==> src/rtl/vec_ctrl_decoder_pkg.sv <==
// Shared definitions for the vector instruction decoder: instruction layout,
// opcodes, register indices and FSM state encoding.
package vec_ctrl_decoder_pkg;

   typedef enum logic [1:0] {
      OP_LOAD  = 2'b00,
      OP_STORE = 2'b01,
      OP_ADD   = 2'b10,
      OP_MUL   = 2'b11
   } opcode_e;

   typedef enum logic [1:0] {
      REG_A1 = 2'b00,
      REG_A2 = 2'b01,
      REG_A3 = 2'b10,
      REG_A4 = 2'b11
   } vreg_e;

   // Packed view of the 9-bit instruction: [8:7] opcode, [6:5] reg, [4:0] block
   typedef struct packed {
      opcode_e    op;
      vreg_e      rsel;
      logic [4:0] block;
   } instr_t;

   typedef enum logic [2:0] {
      S_IDLE,
      S_MEM_RD,
      S_MEM_WAIT,
      S_RF_WB,
      S_ST,
      S_EXEC,
      S_ALU_WAIT,
      S_ALU_WB
   } state_e;

   function automatic logic [8:0] block_addr(input logic [4:0] blk);
      return {blk, 4'b0000};
   endfunction

endpackage

==> src/rtl/vec_ctrl_decoder_wait_counter.sv <==
// Loadable down-counter with a zero flag; shared by the memory-latency and
// ALU-timeout waits.
module vec_wait_counter #(
   parameter int unsigned W = 8
) (
   input  logic         clk,
   input  logic         rst,
   input  logic         load,
   input  logic [W-1:0] load_val,
   input  logic         dec,
   output logic         zero
);

   logic [W-1:0] cnt;

   always_ff @(posedge clk) begin
      if (rst) begin
         cnt <= '0;
      end else if (load) begin
         cnt <= load_val;
      end else if (dec && (cnt != '0)) begin
         cnt <= cnt - W'(1);
      end
   end

   assign zero = (cnt == '0);

endmodule

==> src/rtl/vec_ctrl_decoder.sv <==
// Vector instruction decoder: accepts one 9-bit instruction per handshake and
// sequences the memory, register-file and ALU strobes to execute it.
module vec_ctrl_decoder #(
   parameter int unsigned MEM_LAT     = 1,
   parameter int unsigned ALU_TIMEOUT = 64,
   parameter int unsigned CNT_W       = 16
) (
   input  logic             clk,
   input  logic             rst,
   input  logic [8:0]       instr,
   input  logic             instr_valid,
   output logic             instr_ready,
   output logic [8:0]       mem_addr,
   output logic             mem_rd_en,
   output logic             mem_wr_en,
   output logic [1:0]       rf_rd_sel,
   output logic             rf_wr_en,
   output logic [1:0]       rf_wr_sel,
   output logic             rf_wr_pair,
   output logic             alu_start,
   output logic             alu_op,
   input  logic             alu_done,
   output logic             busy,
   output logic             timeout_err,
   output logic [CNT_W-1:0] instr_count
);

   import vec_ctrl_decoder_pkg::*;

   localparam int unsigned MAX_WAIT = (ALU_TIMEOUT > MEM_LAT) ? ALU_TIMEOUT : MEM_LAT;
   localparam int unsigned CW       = $clog2(MAX_WAIT + 1);
   // MEM_WAIT spans MEM_LAT-1 cycles: the count runs from MEM_LAT-2 down to 0
   localparam logic [CW-1:0] MEM_INIT = CW'((MEM_LAT >= 2) ? (MEM_LAT - 2) : 0);
   localparam logic [CW-1:0] ALU_INIT = CW'(ALU_TIMEOUT - 1);

   state_e      state;
   instr_t      dec_in;
   logic        cnt_load;
   logic        cnt_dec;
   logic        cnt_zero;
   logic [CW-1:0] cnt_val;

   assign dec_in = instr_t'(instr);

   always_comb begin
      cnt_load = (state == S_MEM_RD) || (state == S_EXEC);
      cnt_dec  = (state == S_MEM_WAIT) || (state == S_ALU_WAIT);
      cnt_val  = (state == S_EXEC) ? ALU_INIT : MEM_INIT;
   end

   vec_wait_counter #(
      .W (CW)
   ) u_wait (
      .clk      (clk),
      .rst      (rst),
      .load     (cnt_load),
      .load_val (cnt_val),
      .dec      (cnt_dec),
      .zero     (cnt_zero)
   );

   // Outputs are computed for the state being entered, so each is registered
   // and lines up with the cycle the FSM spends in that state.
   always_ff @(posedge clk) begin
      if (rst) begin
         state       <= S_IDLE;
         instr_ready <= 1'b1;
         mem_addr    <= '0;
         mem_rd_en   <= 1'b0;
         mem_wr_en   <= 1'b0;
         rf_rd_sel   <= '0;
         rf_wr_en    <= 1'b0;
         rf_wr_sel   <= '0;
         rf_wr_pair  <= 1'b0;
         alu_start   <= 1'b0;
         alu_op      <= 1'b0;
         busy        <= 1'b0;
         timeout_err <= 1'b0;
         instr_count <= '0;
      end else begin
         mem_rd_en  <= 1'b0;
         mem_wr_en  <= 1'b0;
         rf_wr_en   <= 1'b0;
         rf_wr_pair <= 1'b0;
         alu_start  <= 1'b0;

         unique case (state)
            S_IDLE: begin
               if (instr_valid && instr_ready) begin
                  instr_ready <= 1'b0;
                  busy        <= 1'b1;
                  unique case (dec_in.op)
                     OP_LOAD: begin
                        state     <= S_MEM_RD;
                        mem_rd_en <= 1'b1;
                        mem_addr  <= block_addr(dec_in.block);
                        rf_wr_sel <= dec_in.rsel;
                     end
                     OP_STORE: begin
                        state     <= S_ST;
                        mem_wr_en <= 1'b1;
                        mem_addr  <= block_addr(dec_in.block);
                        rf_rd_sel <= dec_in.rsel;
                     end
                     default: begin
                        state     <= S_EXEC;
                        alu_start <= 1'b1;
                        alu_op    <= (dec_in.op == OP_MUL);
                        mem_addr  <= '0;
                     end
                  endcase
               end
            end
            S_MEM_RD: begin
               if (MEM_LAT == 1) begin
                  state    <= S_RF_WB;
                  rf_wr_en <= 1'b1;
               end else begin
                  state <= S_MEM_WAIT;
               end
            end
            S_MEM_WAIT: begin
               if (cnt_zero) begin
                  state    <= S_RF_WB;
                  rf_wr_en <= 1'b1;
               end
            end
            S_EXEC: begin
               state <= S_ALU_WAIT;
            end
            S_ALU_WAIT: begin
               if (alu_done) begin
                  state      <= S_ALU_WB;
                  rf_wr_pair <= 1'b1;
               end else if (cnt_zero) begin
                  state       <= S_IDLE;
                  timeout_err <= 1'b1;
                  instr_ready <= 1'b1;
                  busy        <= 1'b0;
               end
            end
            S_RF_WB, S_ST, S_ALU_WB: begin
               state       <= S_IDLE;
               instr_ready <= 1'b1;
               busy        <= 1'b0;
               instr_count <= instr_count + CNT_W'(1);
            end
            default: begin
               state       <= S_IDLE;
               instr_ready <= 1'b1;
               busy        <= 1'b0;
            end
         endcase
      end
   end

endmodule

==> config.mk <==
export PLATFORM = sky130hd
export DESIGN_NAME = vec_ctrl_decoder
export DESIGN_NICKNAME = d
export VERILOG_FILES = /design/src/rtl/vec_ctrl_decoder_pkg.sv /design/src/rtl/vec_ctrl_decoder_wait_counter.sv /design/src/rtl/vec_ctrl_decoder.sv
export SDC_FILE = /design/constraint.sdc
export NUM_CORES = 1
export LEC_CHECK = 0
export BUFFER_PORTS_ARGS = -buffer_cell sky130_fd_sc_hd__buf_4
export CORE_ASPECT_RATIO = 1.25
export CORE_UTILIZATION = 35
export CTS_CLUSTER_DIAMETER = 150
export CTS_CLUSTER_SIZE = 24
export DETAILED_ROUTE_END_ITERATION = 7
export PLACE_DENSITY_LB_ADDON = 0.3
export SLEW_MARGIN = 20
export SYNTH_ARGS = -nofsm -noshare
export SYNTH_HDL_FRONTEND = slang
export SYNTH_SLANG_ARGS = --single-unit
==> constraint.sdc <==
create_clock -name clk -period 2.25 [get_ports clk]
set_clock_uncertainty 0.1 [all_clocks]
set_input_delay 0.45 -clock clk [delete_from_list [all_inputs] [get_ports clk]]
set_output_delay 0.45 -clock clk [all_outputs]
set_load 0.1 [all_outputs]
[After elaboration in Yosys (flattened, before gate mapping)]
Index checks and enable logic that the tools add are counted.
Storage, ports and cells
  register bits: 48
  word-level logic and storage cells: 81
Operators by class
  add/sub/neg operators: 2
  eq/ne operators: 14
  multiplexer cells: 24
  bitwise logic cells: 5
  reduce and logical (&&, ||, !) cells: 21
Operators by type and width (count)
  $pmux 3 s6: 1
  $add 16x1->16 const B: 1
  $reduce_and 3->1: 5
  $mux 7: 2
  $eq 3x3->1 const B: 4
  $mux 3: 4
  $mux 1: 11
  $mux 9: 1
  $ne 2x2->1 const B: 4
  $logic_not 7->1: 1
  $reduce_bool 7->1: 1
  $sub 7x1->7 const B: 1
  $eq 3x2->1 const B: 2
  $mux 6: 1
  $pmux 1 s3: 2
  $pmux 3 s2: 1
  $reduce_or 3->1: 2
  $not 1->1: 5
  $reduce_and 4->1: 1
  $reduce_or 2->1: 2
  $eq 3x1->1 const B: 1
  $logic_not 3->1: 1
  $ne 3x3->1 const B: 1
  $reduce_bool 3->1: 1
  8 further kinds: 10

[Logic depth before layout (Yosys ltp)]
Gate-level depths: netlist (run 1).
  depth after elaboration: 5
  gate-level depth with buffers: 7
  depth with buffers taken out: 6

[Cells and area by module]
A second synthesis (run 1) with hierarchy kept.
Unflattened totals
  cells, all modules: 236
  area, all modules: 2054.5 sq um
By module, submodules not included
  vec_ctrl_decoder: instances 1, cells each 188, area each 1635.3 sq um
  vec_wait_counter: instances 1, cells each 48, area each 419.2 sq um

[Worst setup path after synthesis (run 1)]
OpenSTA, ideal clock, no wires.
  kind: flip-flop to flip-flop
  start point: register instr_count[4]
  end point: register instr_count[14]
  library setup time: 0.070 ns
  data arrival time: 2.268 ns
  setup slack: -0.188 ns
  cell stages (with the launch flop): 6
  cell sequence: dfxtp_1 -> and4_1 -> clkbuf_1 -> nand4_1 -> or4_1 -> a21oi_1
Between the ends
  longest elaborated chain between the ends: 1
RTL lines
  from (decl): RTL line vec_ctrl_decoder.sv:25  | output logic [CNT_W-1:0] instr_count
  from (signal assigned): RTL line vec_ctrl_decoder.sv:146  | instr_count <= instr_count + CNT_W'(1);
  $add 16x1->16: RTL line vec_ctrl_decoder.sv:146
No other way between the ends.
A chain may end at the register's enable or synchronous reset.

[Worst setup path after layout (run 1)]
  start point: register u_wait.cnt[0]
  end point: register u_wait.cnt[5]
Between the ends
  longest elaborated chain between the ends: 3
  elaborated cells between the ends (all ways): 6
RTL lines
  from (decl): RTL line vec_ctrl_decoder_wait_counter.sv:14  | logic [W-1:0] cnt;
  from (signal assigned): RTL line vec_ctrl_decoder_wait_counter.sv:20  | cnt <= load_val;
  from (signal assigned): RTL line vec_ctrl_decoder_wait_counter.sv:22  | cnt <= cnt - W'(1);
  $sub 7x1->7 / $reduce_bool 7->1 (equally long branches): RTL line vec_ctrl_decoder_wait_counter.sv:22, vec_ctrl_decoder_wait_counter.sv:21
  $mux 7 / $logic_and 1x1->1 (equally long branches): RTL line vec_ctrl_decoder_wait_counter.sv:21  | end else if (dec && (cnt != '0)) begin
  $mux 7 / $reduce_bool 2->1 (equally long branches)
Several ways; a longest one is shown, not always the timed one. The select of a mux whose other input is x is not followed.

==> flow_summary.yaml, run 1 <==
floorplanning:
  std_cell_rows: 31
  die_w_um: 71.5
  io_pins: 51
  initial_utilization_pct: 36.3
  dieArea_um2: 6350
  die_height_um: 88.9
  core_area_um2: 5820
grt:
  antenna_found_initial: 0
  grt_overflow_total: 0
  grt_usage_pct: 15.4
  grt_pass1_wl_mm: 7.85
  grt_start_max_net_pins: 41
  grt_pass1_vias: 1734
drt:
  firstDrtPassIters: 4
  num_vias: 1895
  ant_nets: 0
  drt-total-wl_mm: 4.77
  first_iter_violations: 63
  routedWlPerCell_um: 13.5
  drcViolationCount: 0
  viasPerCell: 5.35
worst_setup_path:
  path_max_fanout: 6
  crit_family: "simple AND/OR/NAND/NOR gates"
  cp_num_buf_inv: 1
  cp_slowest_cell: "or4b_1"
  critPathArrivalTime_ns: 2.20
  required_ns: 2.34
  rrSetupSlack_ns: 0.15
  worstReg2RegEnd: "u_wait.cnt[5]"
  cp-end-kind: "flop"
  start_kind: "flop"
  crit_chain: "inv_1 -> ha_1 -> or4b_1 -> o21ai_4 -> nand2_4 -> a2111oi_2"
  r2r-start: "u_wait.cnt[0]"
  reg2reg_depth: 6
  max_stage_delay_ns: 0.57
  critical_path_class: "reg -> reg"
sta:
  slew_viol_final: 0
  rsz0062_at_grt: "false"
  setup_viol: 0
  post-route-period-util_pct: 93.5
  worst_slew_pin_slew_ns: 0.496
  relSlewSlack_pct: 66.7
  tns_ns: 0
  layout_min_cycle_time_ns: 2.10
  hold_violations: 0
  fmax_mhz: 475
cts:
  cts_tree: "done"
  ctsHtreeMaxLevel: 2
  cts-root-buf: "clkbuf_8"
  insertion_delay_ns: 0.30
  post_cts_buffers: 0
  cts_hold_buf: 0
  post_cts_resized: 0
  cts.sinks: 44
  cts_buffers: 5
  clk_pin_slew_ns: 0.09
  ctsLongestPathBuffers: 2
cells_and_area:
  fin_nets: 303
  fin_util_pct: 45.1
  num_antenna_cells: 0
  drive_gt1_share_pct: 27.8
  area_growth_pct: 24.3
  stdcell_area_um2: 2630
  layoutNonFillerInstCount: 354
synth:
  synth_top_area_share_pct: 41.7
  synthArstFlopShare_pct: 0
  synth_edf_count: 0
  synthDistinctLibCells: 49
  synth-seq-cells: 44
  synthesis.area_um2: 2110
  synthCells: 244
  yosys_warnings: 0
  synth_area_leaders: "dfxtp_1, a21oi_1, nor2_1, o21ai_0, xor2_1"
  synth_top_area_cell: "dfxtp_1"
  ys_seq_area_share_pct: 41.7
  syn_area_per_cell_um2: 8.66
  synthFlopType: "dfxtp_1"
hold_path:
  hold_path.startpoint: "instr[8]"
  hold_depth: 2
  hold_path_class: "in -> reg"
  hold-path-endpoint: "mem_rd_en"
placement:
  dpl_cell_area_um2: 2510
  dpl.cell_count: 346
  portBuffers: 46
  place.gp.congestion: 0.766
  hpwl_mm: 3.31
power_and_ir_drop:
  power_frac_comb_pct: 50.6
  p_per_area_nw_per_um2: 1330
  switching_share_pct: 47.8
  p_seq_share_pct: 31.4
  peakVddDrop_v: 0.000744
  internal_power_uw: 1820
  power.leakage_uw: 0.00104
  p_switching_uw: 1660
  clkPwrFrac_pct: 18.0
status:
  status: "finished, final reports clean"
run:
  drv_cap: 0
-- per-layer routing --
metal,global-route usage (%),wire length (um),vias up
met5,0,0,-
met4,5.17,56,0
met3,3.53,225,8
met2,26.0,2240,56
met1,19.4,2250,871
li1,-,-,960
-- power groups by stage --
stage          Combinational (uW)  Clock, uW  Sequential [uW]
6_report                     1760        626             1090
5_1_grt                      1900        674             1120
4_1_cts                      1750        649             1090
3_5_place_dp                 1750          0             1110
3_3_place_gp                 1730          0             1110
2_1_floorplan                1080          0             1450
-- layout make-up --
cell class / instances / area (um^2)
fill: 591 / 3190
multi-input combinational: 179 / 1130
sequential: 44 / 888
timing repair buffer: 52 / 390
tap: 66 / 82.6
clock buffer: 5 / 68.8
clock inverter: 3 / 46.3
inverter: 5 / 18.8
-- kinds of logic (layout without fill, tap and decap cells) --
| logic type | Yosys count | after routing | share of synthesized area [%] |
|---|---|---|---|
| and+or+nand+nor | 89 | 89 | 22.6 |
| AOI/OAI and AO/OA | 69 | 69 | 22.4 |
| DFF | 44 | 44 | 41.7 |
| buffers and inverters | 24 | 65 | 5.27 |
| xor gates and xnor gates | 9 | 9 | 3.73 |
| muxes | 5 | 5 | 2.37 |
| adders and majority gates | 3 | 3 | 1.78 |
| other | 1 | 4 | 0.178 |
-- synthesized netlist by cell type (all sizes together), types with 2 or more instances --
| master | number |
|---|---|
| o31ai | 3 |
| nor2 | 25 |
| ha | 3 |
| o2111ai | 2 |
| xor2 | 7 |
| nand4 | 2 |
| xnor2 | 2 |
| and4 | 3 |
| a2111oi | 4 |
| nor2b | 2 |
| a21oi | 26 |
| nand2b | 5 |
| inv | 5 |
| buf | 11 |
| o211a | 2 |
| clkbuf | 8 |
| or2 | 3 |
| and3 | 2 |
| o211ai | 3 |
| nor3 | 7 |
| o31a | 2 |
| or3 | 8 |
| a31oi | 3 |
| nand2 | 14 |
| mux2i | 5 |
| a211oi | 2 |
| nand3 | 10 |
| nor4 | 4 |
| dfxtp | 44 |
| o21ai | 16 |
-- flip-flops by register name, indices dropped and copies added, names as in the netlist --
name,flops
alu_op,1
mem_rd_en,1
u_wait.cnt,7
rf_rd_sel,2
busy,1
rf_wr_pair,1
mem_wr_en,1
instr_ready,1
state,3
mem_addr,5
timeout_err,1
alu_start,1
instr_count,16
rf_wr_sel,2
rf_wr_en,1
-- cell usage in the layout, fill, tap and decap left out, types with 2 or more instances in the layout --
cell type and instances:
buf_4 52, dfxtp_1 38, a21oi_1 26, nor2_1 25
o21ai_0 13, nand2_1 13, nand3_1 10, or3_1 8
xor2_1 7, nor3_1 7, dfxtp_2 6, inv_1 5
mux2i_1 5, nand2b_1 5, clkbuf_8 5, a2111oi_2 4
conb_1 4, and4_1 3, o211ai_1 3, or2_2 3
o31ai_1 3, nor4_1 3, a31oi_1 3, ha_1 3
and3_1 2, o2111ai_1 2, xnor2_1 2, nor2b_1 2
o211a_1 2, nand4_1 2, a211oi_1 2
-- how the worst max path moves through the flow --
stage / endpoint / depth (start not counted) / start
after floorplan: instr_count[14] / 4 / instr_count[8]
after global placement: u_wait.cnt[5] / 6 / u_wait.cnt[0]
after detailed placement: u_wait.cnt[4] / 6 / u_wait.cnt[0]
after CTS: u_wait.cnt[5] / 6 / u_wait.cnt[0]
after global routing: u_wait.cnt[2] / 6 / u_wait.cnt[0]
final: u_wait.cnt[5] / 6 / u_wait.cnt[0]
-- through the flow --
stage          hold slack, ns  worst slack (ns)  power, uW
3_3_place_gp            0.339             0.276       2830
3_5_place_dp            0.345             0.202       2850
5_1_grt                 0.236            0.0527       3700
2_1_floorplan           0.347           0.00372       2520
6_report                0.242             0.146       3480
4_1_cts                 0.228             0.173       3490
No activity file was read; power rests on OpenSTA's default activity.
==> run 2, diff against run 1 <==
--- a/config.mk
+++ b/config.mk
@@ -12,6 +12,7 @@
 export CTS_CLUSTER_SIZE = 24
 export DETAILED_ROUTE_END_ITERATION = 7
 export PLACE_DENSITY_LB_ADDON = 0.3
+export REMOVE_ABC_BUFFERS = 1
 export SLEW_MARGIN = 20
 export SYNTH_ARGS = -nofsm -noshare
 export SYNTH_HDL_FRONTEND = slang
==> run 2 against run 1 <==
Compared with the run above:
- sequential cell count stayed put
- clock power down 25%
- core utilization shrank 0.52 points
- sequential power barely moved
- worst setup slack gained 0.068 ns
- clock-buffer cell count grew 1
- non-clock buffer count rose by 2
- final cell count grew 0.28%
- design area down 1.1%
- power shrank 4.6%
- hold slack improved by 0.013 ns
- largest cell class unchanged
- largest power group unchanged
==> flow_summary.yaml, run 2 (synthesized netlist as in run 1, its figures left out) <==
cts:
  clk_pin_slew_ns: 0.08
  cts_buffers: 5
  cts-root-buf: "clkbuf_8"
  post_cts_resized: 0
  ctsHtreeMaxLevel: 2
  cts.sinks: 44
  post_cts_buffers: 0
  ctsLongestPathBuffers: 2
  insertion_delay_ns: 0.29
  cts_hold_buf: 0
  cts_tree: "done"
drt:
  viasPerCell: 5.36
  ant_nets: 0
  num_vias: 1903
  drt-total-wl_mm: 4.77
  first_iter_violations: 113
  routedWlPerCell_um: 13.4
  drcViolationCount: 0
  firstDrtPassIters: 5
grt:
  grt_pass1_vias: 1704
  antenna_found_initial: 0
  grt_overflow_total: 0
  grt_pass1_wl_mm: 7.73
  grt_usage_pct: 15.2
  grt_start_max_net_pins: 41
worst_setup_path:
  max_stage_delay_ns: 0.57
  cp-end-kind: "flop"
  critical_path_class: "reg -> reg"
  start_kind: "flop"
  crit_chain: "inv_1 -> ha_1 -> or4b_1 -> o31ai_1 -> a21oi_1 -> o221a_2"
  cp_slowest_cell: "or4b_1"
  path_max_fanout: 6
  required_ns: 2.34
  critPathArrivalTime_ns: 2.12
cells_and_area:
  layoutNonFillerInstCount: 355
  top_regs: "instr_count x16, u_wait.cnt x7, mem_addr x5"
  area_growth_pct: 22.9
  n_fill_cell: 591
  num_antenna_cells: 0
  fin_nets: 305
  largest_register: "instr_count"
  layout_common_cells: "buf_4, dfxtp_1, a21oi_1"
  final_common_cell: "buf_4"
  largest_register_ffs: 16
  drive_gt1_share_pct: 25.6
power_and_ir_drop:
  power_frac_comb_pct: 53.2
  internal_power_uw: 1700
  switching_share_pct: 48.7
  p_per_area_nw_per_um2: 1280
  clkPwrFrac_pct: 14.2
  peakVddDrop_v: 0.000639
  power.leakage_uw: 0.00103
  p_switching_uw: 1620
  p_seq_share_pct: 32.6
run:
  drv_cap: 0
sta:
  whs_ns: 0.254
  hold_violations: 0
  worst_slew_pin_slew_ns: 0.509
  relSlewSlack_pct: 65.8
  rsz0062_at_grt: "false"
  fmax_mhz: 491
  setup_viol: 0
  layout_min_cycle_time_ns: 2.04
  slew_viol_final: 0
  post-route-period-util_pct: 90.5
floorplanning:
  dieArea_um2: 6350
  core_area_um2: 5820
  die_height_um: 88.9
  std_cell_rows: 31
  io_pins: 51
  die_w_um: 71.5
  initial_utilization_pct: 36.3
placement:
  place.gp.congestion: 0.804
  portBuffers: 46
  dpl.cell_count: 348
  hpwl_mm: 3.45
hold_path:
  hold_path_class: "in -> reg"
status:
  status: "finished, final reports clean"
==> run 2: worst paths after layout <==
path / start / to / slack (ns) / cells after the start
setup / recovery: u_wait.cnt[0] / busy / 0.21 / 6
setup reg to reg: u_wait.cnt[0] / busy / 0.21 / 6
hold / removal: instr[8] / mem_rd_en / 0.25 / 2
hold reg to reg: mem_addr[4] / mem_addr[4] / 0.36 / 2
==> run 2: through the flow <==
step	setup slack, ns	area (um^2)	total power [uW]	setup TNS [ns]	util [%]
final	0.214	2600	3320	0	44.6
after global routing	0.0692	2600	3550	0	44.6
after CTS	0.204	2600	3340	0	44.6
after detailed placement	0.219	2520	2860	0	43.3
after global placement	0.265	2520	2850	0	43.3
after floorplan	-0.108	2030	2440	-0.206	-
==> run 2: final cells by class <==
| type | instances | area [um^2] | area share, % |
|---|---|---|---|
| well taps | 66 | 82.6 | 3.18 |
| repair buffers | 54 | 405 | 15.6 |
| flip-flops and latches | 44 | 881 | 33.9 |
| clock inverters | 1 | 5.00 | 0.193 |
| clock buffers | 6 | 72.6 | 2.80 |
| inverters | 5 | 18.8 | 0.723 |
| multi-input cells | 179 | 1130 | 43.6 |
==> run 2: worst max-delay path, delay by kind of cell, from the launching register on <==
family | cells | cell delay [ns]
AOI/OAI and AO/OA | 3 | 0.69
and+or+nand+nor | 1 | 0.57
DFF | 1 | 0.35
adders and majority gates | 1 | 0.13
buffers and inverters | 1 | 0.09
==> run 2: layer usage <==
layer	up-vias	wire [um]	global-route usage [%]
met1	897	2190	18.5
met5	-	0	0
met4	0	49	5.53
met3	6	140	2.96
met2	34	2390	26.8
li1	966	-	-
==> run 2: power groups by stage <==
stage | sequential (uW) | clock (uW) | combinational (uW)
final | 1080 | 471 | 1770
after floorplan | 1500 | 0 | 937
after global placement | 1100 | 0 | 1750
after global routing | 1100 | 516 | 1930
after CTS | 1080 | 489 | 1770
after detailed placement | 1100 | 0 | 1760
==> run 3, diff against run 2 <==
--- a/config.mk
+++ b/config.mk
@@ -6,10 +6,12 @@
 export NUM_CORES = 1
 export LEC_CHECK = 0
 export BUFFER_PORTS_ARGS = -buffer_cell sky130_fd_sc_hd__buf_4
+export CELL_PAD_IN_SITES_DETAIL_PLACEMENT = 1
+export CELL_PAD_IN_SITES_GLOBAL_PLACEMENT = 1
 export CORE_ASPECT_RATIO = 1.25
 export CORE_UTILIZATION = 35
 export CTS_CLUSTER_DIAMETER = 150
-export CTS_CLUSTER_SIZE = 24
+export CTS_CLUSTER_SIZE = 28
 export DETAILED_ROUTE_END_ITERATION = 7
 export PLACE_DENSITY_LB_ADDON = 0.3
 export REMOVE_ABC_BUFFERS = 1
==> run 3 against run 2 <==
Compared with the run above:
- die area unchanged
- sequential power about the same
- via count increased by 1.6%
- combinational power increased by 3%
- sequential share of layout area decreased by 0.29 points
- largest cell class unchanged
- largest power group unchanged
- clock power increased by 10%
- first-iteration DRC count decreased by 54%
- maximum frequency decreased by 1.2%
- core utilization increased by 0.39 points
==> flow_summary.yaml, run 3 (synthesized netlist as in run 1, its figures left out) <==
status:
  status: "finished, final reports clean"
worst_setup_path:
  path_max_fanout: 6
  max_stage_delay_ns: 0.57
  critPathArrivalTime_ns: 2.15
  cp-end-kind: "flop"
  cp_slowest_cell: "or4b_1"
  required_ns: 2.34
  endpoint: "u_wait.cnt[4]"
  reg2reg_depth: 6
  crit_chain: "inv_1 -> ha_1 -> or4b_1 -> o21ai_4 -> nand2_4 -> a2111oi_2"
  critical_path_class: "reg -> reg"
  worstReg2RegEnd: "u_wait.cnt[4]"
  critPathLaunch: "u_wait.cnt[0]"
  r2r-start: "u_wait.cnt[0]"
  rrSetupSlack_ns: 0.19
  start_kind: "flop"
sta:
  tns_ns: 0
  layout_min_cycle_time_ns: 2.06
  hold_violations: 0
  whs_ns: 0.261
  setup_viol: 0
  post-route-period-util_pct: 91.6
  fmax_mhz: 485
  rsz0062_at_grt: "false"
  slew_viol_final: 0
cells_and_area:
  drive_gt1_share_pct: 26.5
  stdcell_area_um2: 2620
  regArea_um2: 881
  n_fill_cell: 711
  top_regs: "instr_count x16, u_wait.cnt x7, mem_addr x5"
  multi_input_area_um2: 1130
  largest_register_ffs: 16
  final_common_cell: "buf_4"
  fin_nets: 306
  num_antenna_cells: 0
  largest_register: "instr_count"
  area_growth_pct: 24.0
  layout_common_cells: "buf_4, dfxtp_1, a21oi_1"
drt:
  routedWlPerCell_um: 15.3
  viasPerCell: 5.41
  firstDrtPassIters: 5
  drcViolationCount: 0
  ant_nets: 0
  num_vias: 1933
  first_iter_violations: 52
  drt-total-wl_mm: 5.45
grt:
  grt_usage_pct: 18.0
  antenna_found_initial: 0
  grt_overflow_total: 0
  grt_pass1_wl_mm: 9.05
  grt_start_max_net_pins: 41
  grt_pass1_vias: 1871
floorplanning:
  die_w_um: 71.5
  io_pins: 51
  die_height_um: 88.9
  initial_utilization_pct: 36.3
  std_cell_rows: 31
  core_area_um2: 5820
  dieArea_um2: 6350
power_and_ir_drop:
  power_frac_comb_pct: 53.2
  internal_power_uw: 1750
  p_per_area_nw_per_um2: 1310
  p_switching_uw: 1680
  clkPwrFrac_pct: 15.2
  peakVddDrop_v: 0.000651
  power.leakage_uw: 0.00105
  p_seq_share_pct: 31.6
  switching_share_pct: 49.0
cts:
  clk_pin_slew_ns: 0.08
  cts_tree: "done"
  ctsLongestPathBuffers: 2
  cts.sinks: 44
  cts-root-buf: "clkbuf_8"
  cts_hold_buf: 0
  ctsHtreeMaxLevel: 2
  post_cts_buffers: 0
  post_cts_resized: 0
  insertion_delay_ns: 0.29
  cts_buffers: 5
placement:
  portBuffers: 46
  dpl_cell_area_um2: 2530
  hpwl_mm: 4.03
  place.gp.congestion: 0.823
hold_path:
  hold_path.startpoint: "instr[8]"
  hold_path_class: "in -> reg"
run:
  drv_cap: 0
## run 3: changes by cell type in the layout (fill, tap and decap cells not counted), sizes merged
cell / change
clkinv: +1
buf: +1
## run 3: worst min-delay path by stage
stage,end,slack (ns),cells after the start
floorplan,u_wait.cnt[6],0.34,2
global placement,mem_addr[8],0.34,2
detailed placement,mem_addr[7],0.34,2
CTS,mem_rd_en,0.25,2
global route,mem_rd_en,0.25,2
finish,mem_rd_en,0.26,2
## run 3: cell type report
class                      count  share of cell area, %
multi-input combinational    179                   43.2
sequential                    44                   33.6
clock buffer                   6                   3.15
timing repair buffer          55                   15.8
tap                           66                   3.15
inverter                       5                  0.717
clock inverter                 2                  0.382
## run 3: critical path, delay by kind of cell (launching register included)
kind                     cells  cell delay [ns]
AO/OA/AOI/OAI                2             0.60
adder cells (fa/ha/maj)      1             0.14
buffers and inverters        1             0.09
flip-flops                   1             0.35
AND/OR/NAND/NOR              2             0.69
## run 3: routing by layer
layer  global-route usage (%)  routed length [um]  vias up
met5                        0                   0        -
met4                     6.06                  87        0
met3                     3.08                 122        8
met2                     33.6                2920       24
met1                     20.9                2320      944
li1                         -                   -      957
## run 3: through the flow
| stage | setup slack (ns) | power (uW) | instances | utilization, % |
|---|---|---|---|---|
| after detailed placement | 0.198 | 2930 | 349 | 43.4 |
| final | 0.189 | 3430 | 357 | 45.0 |
| after floorplan | -0.108 | 2440 | 228 | - |
| after global routing | 0.0374 | 3660 | 357 | 45.0 |
| after CTS | 0.181 | 3460 | 357 | 45.0 |
| after global placement | 0.273 | 2890 | 349 | 43.4 |
## run 3: power groups by stage
stage | registers (uW) | clock network, uW | logic (uW)
after global routing | 1110 | 570 | 1980
final | 1080 | 520 | 1820
after floorplan | 1500 | 0 | 937
after global placement | 1100 | 0 | 1800
after CTS | 1090 | 539 | 1840
after detailed placement | 1100 | 0 | 1830
